File: config.mk
export PLATFORM = sky130hd
export DESIGN_NAME = serial_add_ctrl
export DESIGN_NICKNAME = d
export VERILOG_FILES = /design/src/rtl/serial_add_ctrl.sv
export SDC_FILE = /design/constraint.sdc
export NUM_CORES = 1
export LEC_CHECK = 0
export CAP_MARGIN = 20
export CORE_MARGIN = 4
export CORE_UTILIZATION = 40
export DETAILED_ROUTE_END_ITERATION = 8
export GPL_TIMING_DRIVEN = 0
export HOLD_SLACK_MARGIN = 0.06
export PLACE_DENSITY = 0.63
export SLEW_MARGIN = 20
export SYNTH_ARGS = -nofsm -noshare
export SYNTH_HDL_FRONTEND = slang
export SYNTH_SLANG_ARGS = --single-unit
File: constraint.sdc
create_clock -name clk -period 2.2 [get_ports clk]
set_input_delay 0.66 -clock clk [delete_from_list [all_inputs] [get_ports clk]]
set_output_delay 0.66 -clock clk [all_outputs]
set_load 0.02 [all_outputs]
File: src/rtl/serial_add_ctrl.sv
// +----------------------------------------------------------------------------+
// | Module      : serial_add_ctrl (with helper cell full_adder)                |
// | Description : Bit-serial adder controller. Reuses one single-bit           |
// |               full_adder over WIDTH cycles, LSB first, to produce          |
// |               {cout,sum} = a + b + cin. Valid/ready handshakes on both     |
// |               the operand and the result side; back-to-back capable.       |
// | Ports       : clk, rst (async, active-high)                                |
// |               in_valid/in_ready, a, b, cin   - operand side                |
// |               out_valid/out_ready, sum, cout - result side                 |
// |               busy                           - high while bits are shifted |
// |               sub (only with SERIAL_ADD_SUB_EN) - subtract a - b - cin     |
// | Options     : `define SERIAL_ADD_SUB_EN to add the sub port               |
// | Revision    : 1.0 - initial release                                        |
// +----------------------------------------------------------------------------+
`default_nettype none

module full_adder (
   input  logic a,
   input  logic b,
   input  logic ci,
   output logic s,
   output logic co
);
   assign s  = a ^ b ^ ci;
   assign co = (a & b) | (ci & (a ^ b));
endmodule

module serial_add_ctrl #(
   parameter int WIDTH = 8
) (
   input  logic             clk,
   input  logic             rst,
   input  logic             in_valid,
   output logic             in_ready,
   input  logic [WIDTH-1:0] a,
   input  logic [WIDTH-1:0] b,
   input  logic             cin,
`ifdef SERIAL_ADD_SUB_EN
   input  logic             sub,
`endif
   output logic             out_valid,
   input  logic             out_ready,
   output logic [WIDTH-1:0] sum,
   output logic             cout,
   output logic             busy
);

   localparam int CNT_W = $clog2(WIDTH);
   localparam logic [CNT_W-1:0] c_last_bit = CNT_W'(WIDTH - 1);

   typedef enum logic [1:0] {
      S_IDLE = 2'd0,
      S_RUN  = 2'd1,
      S_DONE = 2'd2
   } state_t;

   state_t           r_state;
   state_t           w_state_nxt;
   logic [WIDTH-1:0] r_a_sh;
   logic [WIDTH-1:0] r_b_sh;
   logic [WIDTH-1:0] r_sum_sh;
   logic [CNT_W-1:0] r_cnt;
   logic             r_carry;
   logic             r_cout;
   logic             w_accept;
   logic             w_last;
   logic             w_s;
   logic             w_co;
   logic [WIDTH-1:0] w_b_load;
   logic             w_c_load;

`ifdef SERIAL_ADD_SUB_EN
   // a - b - cin == a + ~b + ~cin; cout=1 then means "no borrow".
   assign w_b_load = sub ? ~b   : b;
   assign w_c_load = sub ? ~cin : cin;
`else
   assign w_b_load = b;
   assign w_c_load = cin;
`endif

   assign w_accept = in_valid & in_ready;
   assign w_last   = (r_cnt == c_last_bit);

   full_adder u_fa (
      .a  (r_a_sh[0]),
      .b  (r_b_sh[0]),
      .ci (r_carry),
      .s  (w_s),
      .co (w_co)
   );

   // State register
   always_ff @(posedge clk or posedge rst) begin
      if (rst) begin
         r_state <= S_IDLE;
      end else begin
         r_state <= w_state_nxt;
      end
   end

   // Next state and handshake outputs
   always_comb begin
      w_state_nxt = r_state;
      in_ready    = 1'b0;
      out_valid   = 1'b0;
      busy        = 1'b0;
      case (r_state)
         S_IDLE: begin
            in_ready = 1'b1;
            if (in_valid) w_state_nxt = S_RUN;
         end
         S_RUN: begin
            busy = 1'b1;
            if (w_last) w_state_nxt = S_DONE;
         end
         S_DONE: begin
            out_valid = 1'b1;
            // Retiring the result frees the datapath this very edge, so a
            // waiting operand pair can be taken without an IDLE bubble.
            in_ready  = out_ready;
            if (out_ready) w_state_nxt = in_valid ? S_RUN : S_IDLE;
         end
         default: w_state_nxt = S_IDLE;
      endcase
   end

   // Datapath: operand/result shifters, carry, bit counter, carry-out.
   always_ff @(posedge clk or posedge rst) begin
      if (rst) begin
         r_a_sh   <= '0;
         r_b_sh   <= '0;
         r_sum_sh <= '0;
         r_cnt    <= '0;
         r_carry  <= 1'b0;
         r_cout   <= 1'b0;
      end else if (w_accept) begin
         // r_sum_sh is left alone: the last result stays visible in IDLE.
         r_a_sh  <= a;
         r_b_sh  <= w_b_load;
         r_carry <= w_c_load;
         r_cnt   <= '0;
      end else if (r_state == S_RUN) begin
         r_a_sh   <= {1'b0, r_a_sh[WIDTH-1:1]};
         r_b_sh   <= {1'b0, r_b_sh[WIDTH-1:1]};
         r_sum_sh <= {w_s, r_sum_sh[WIDTH-1:1]};
         r_carry  <= w_co;
         r_cnt    <= r_cnt + CNT_W'(1);
         if (w_last) r_cout <= w_co;
      end
   end

   assign sum  = r_sum_sh;
   assign cout = r_cout;

endmodule

`default_nettype wire

==> flow_metrics.py <==
metrics = {
    "critical_path": {
        "critPathKind": "flop to output port",
        "end_kind": "output port",
        "cp.buffers_inverters": 3,
        "path_depth": 4,
        "critPathMaxStageDelay_ns": 0.46,
        "r2r_cells": 3,
        "cp.required_ns": 1.54,
        "crit_fanout": 10,
        "path_delay_family": "buffers and inverters",
        "cp_cell_sequence": "nor2b_4 -> buf_6 -> buf_8 -> buf_2",
        "cpMaxStageDelayCell": "dfrtp_2",
        "cp-start-kind": "flop",
        "critPathArrivalTime_ns": 1.45,
    },
    "global_routing": {
        "grt_pass1_vias": 1063,
        "grt_overflow": 0,
        "grt_antenna_before_repair": 0,
        "grt_max_degree": 32,
        "grt_pass1_wl_microns": 4840,
        "grt_use_total_pct": 14.4,
    },
    "timing": {
        "final.setup.tns_ns": 0,
        "fin_crit_sh_pct": 95.8,
        "tightest_slew_ns": 0.633,
        "max_slew_margin_pct": 57.8,
        "rsz0062_at_grt": "false",
        "finClkSkew_ns": 0.00958,
        "slew_viol_final": 0,
        "hold_slack_ns": 0.493,
        "fmax_mhz": 474,
        "min_period_ns": 2.11,
        "setup_viol": 0,
        "hold_viol": 0,
    },
    "logic_synthesis": {
        "synth_warnings": 0,
        "synthTopCellsByArea": "dfrtp_1 54%, mux2_1 11%, mux2i_1 9.0%, nand4_1 4.8%, mux2_2 3.9%",
        "yosysTopAreaCell": "dfrtp_1",
        "synth_nets": 136,
        "synth_edf_count": 0,
        "synth-xor-area-share_pct": 0.609,
        "synth_compound_area_share_pct": 4.70,
        "synth-seq-cells": 31,
        "synth.most_common_cell": "dfrtp_1",
        "ys_async_sr_fraction_pct": 100,
        "synth-adder-area-share_pct": 3.13,
        "yosys.area.top_type_share_pct": 53.9,
        "ys_types": 23,
        "synthCells": 112,
        "yosys.area_share.simple_pct": 9.74,
        "seq_area_frac_synth_pct": 53.9,
        "syn_avg_cell_area_sq_um": 12.8,
        "synth_flop_cell": "dfrtp_1",
        "synth_top_family_by_area": "multiplexers",
        "syn_area_sq_um": 1440,
        "muxShareOfSynthArea_pct": 23.9,
        "synth.top_cells.by_count": "31 x dfrtp_1, 14 x mux2_1, 13 x mux2i_1, 11 x nand4_1, 11 x o21ai_1",
    },
    "floorplan": {
        "num_rows": 21,
        "die-width_microns": 68.0,
        "dieHeight_microns": 68.0,
        "core_area_sq_um": 3420,
        "dieArea_sq_um": 4620,
        "initial_core_util_pct": 42.1,
        "ioPinCount": 33,
    },
    "power_and_ir_drop": {
        "p_switching_mw": 0.932,
        "pwr-share-seq_pct": 37.7,
        "power.density_nw_per_um2": 1370,
        "p_int_mw": 1.72,
        "vdd_drop_max_mv": 0.693,
        "p_clk_share_pct": 14.0,
        "swShare_pct": 35.2,
        "power.leakage_nw": 0.920,
        "power_frac_comb_pct": 48.3,
    },
    "final_layout": {
        "antenna_cells": 0,
        "fin_area_sq_um": 1940,
        "n_fill_cell": 316,
        "drive_gt1_share_pct": 18.6,
        "multi_input_area_sq_um": 616,
        "synthToLayoutAreaGrowth_pct": 34.8,
        "seq_area_sq_um": 777,
        "nets": 179,
    },
    "route": {
        "initialDrtViolationCount": 15,
        "vias": 1026,
        "dr.pass1.iters": 2,
        "avgViaCountPerCell": 5.08,
        "drc": 0,
        "ant_nets": 0,
        "wl_per_cell_microns": 13.9,
        "drt-total-wl_microns": 2800,
    },
    "hold_path": {
        "hp-class": "flop to flop",
        "hold_depth": 1,
    },
    "placed_design": {
        "place_hpwl_microns": 2080,
        "port-buffer-count": 32,
        "placed_cell_area_sq_um": 1820,
        "gp_congestion": 0.832,
    },
    "clocking": {
        "clk_pin_slew_ns": 0.10,
        "cts_tree": "built",
        "cts_buffers": 5,
        "clk_latency_ns": 0.32,
        "cts_sinks": 31,
        "cts_root_buffer": "clkbuf_4",
        "cts_max_path_buffers": 2,
        "htree_levels": 2,
    },
    "run_status": {
        "status": "completed",
    },
    "run": {
        "drv_cap": 0,
    },
}
cell usage in the layout, fill, tap and decap left out, types with 2 or more instances in the layout:
cell and instances:
dfrtp_1 30, clkdlybuf4s50_1 28, mux2_1 14, mux2i_1 13, nand4_1 11, o21ai_1 11, mux2_2 5, clkbuf_4 5
buf_4 4, buf_6 3, nor2_1 3, clkbuf_8 3, nor2b_1 3, buf_2 2, clkbuf_1 2, ha_1 2
timing repair:
action                     CTS  global route
gates resized for setup     19             2
hold buffers                 0             0
setup endpoints to repair    2             2
pin swaps                    0             0
setup buffers                2             2
power by group through the flow:
stage	Combinational, mW	Sequential (mW)	Clock (mW)
after floorplan	0.764	1.08	0
after global placement	1.22	0.996	0
after detailed placement	1.25	1.01	0
after CTS	1.26	1.00	0.381
after global routing	1.41	1.04	0.415
final	1.28	0.998	0.372
through the flow:
| stage | instances | setup slack (ns) | total power, mW | util (%) |
|---|---|---|---|---|
| 6_report | 202 | 0.0923 | 2.65 | 56.8 |
| 5_1_grt | 202 | 0.0101 | 2.87 | 56.8 |
| 4_1_cts | 200 | 0.0163 | 2.65 | 56.2 |
| 3_5_place_dp | 190 | -0.924 | 2.26 | 53.2 |
| 3_3_place_gp | 190 | -0.908 | 2.21 | 53.2 |
| 2_1_floorplan | 112 | 0.180 | 1.84 | - |
layer usage:
metal | vias up | share of wire, % | global-route usage, %
met4 | 0 | 1.6 | 5.21
met1 | 497 | 43 | 17.2
met2 | 29 | 49 | 22.7
met5 | - | 0 | 0
li1 | 494 | - | -
met3 | 6 | 6.8 | 6.40
registers in the layout, indices dropped and copies added, names as in the netlist:
signal	count
r_carry	1
r_state	2
r_b_sh	8
r_cnt	3
sum	8
r_a_sh	8
cout	1
kinds of logic after synthesis:
family / after synthesis
fa+ha+maj: 3
xor+xnor: 1
buf+inv: 9
simple gates: 23
flops: 31
compound gates: 13
mux: 32
cell type report:
cell class / count / area share, %
Timing Repair Buffer: 36 / 17.9
Clock buffer: 8 / 3.55
Inverter: 2 / 0.387
Tap cell: 46 / 2.97
Buffer: 7 / 3.35
Multi-Input combinational cell: 72 / 31.7
Sequential cell: 31 / 40.1
worst paths after layout:
check | from | end | slack (ns)
min in group asynchronous | rst | sum[5] | 0.74
max in group asynchronous | rst | r_state[1] | 1.01
hold / removal | sum[0] | sum[0] | 0.49
setup / recovery | r_state[1] | busy | 0.09
hold reg to reg | sum[0] | sum[0] | 0.49
setup reg to reg | r_carry | r_carry | 0.69
No activity file was read; power rests on OpenSTA's default activity.
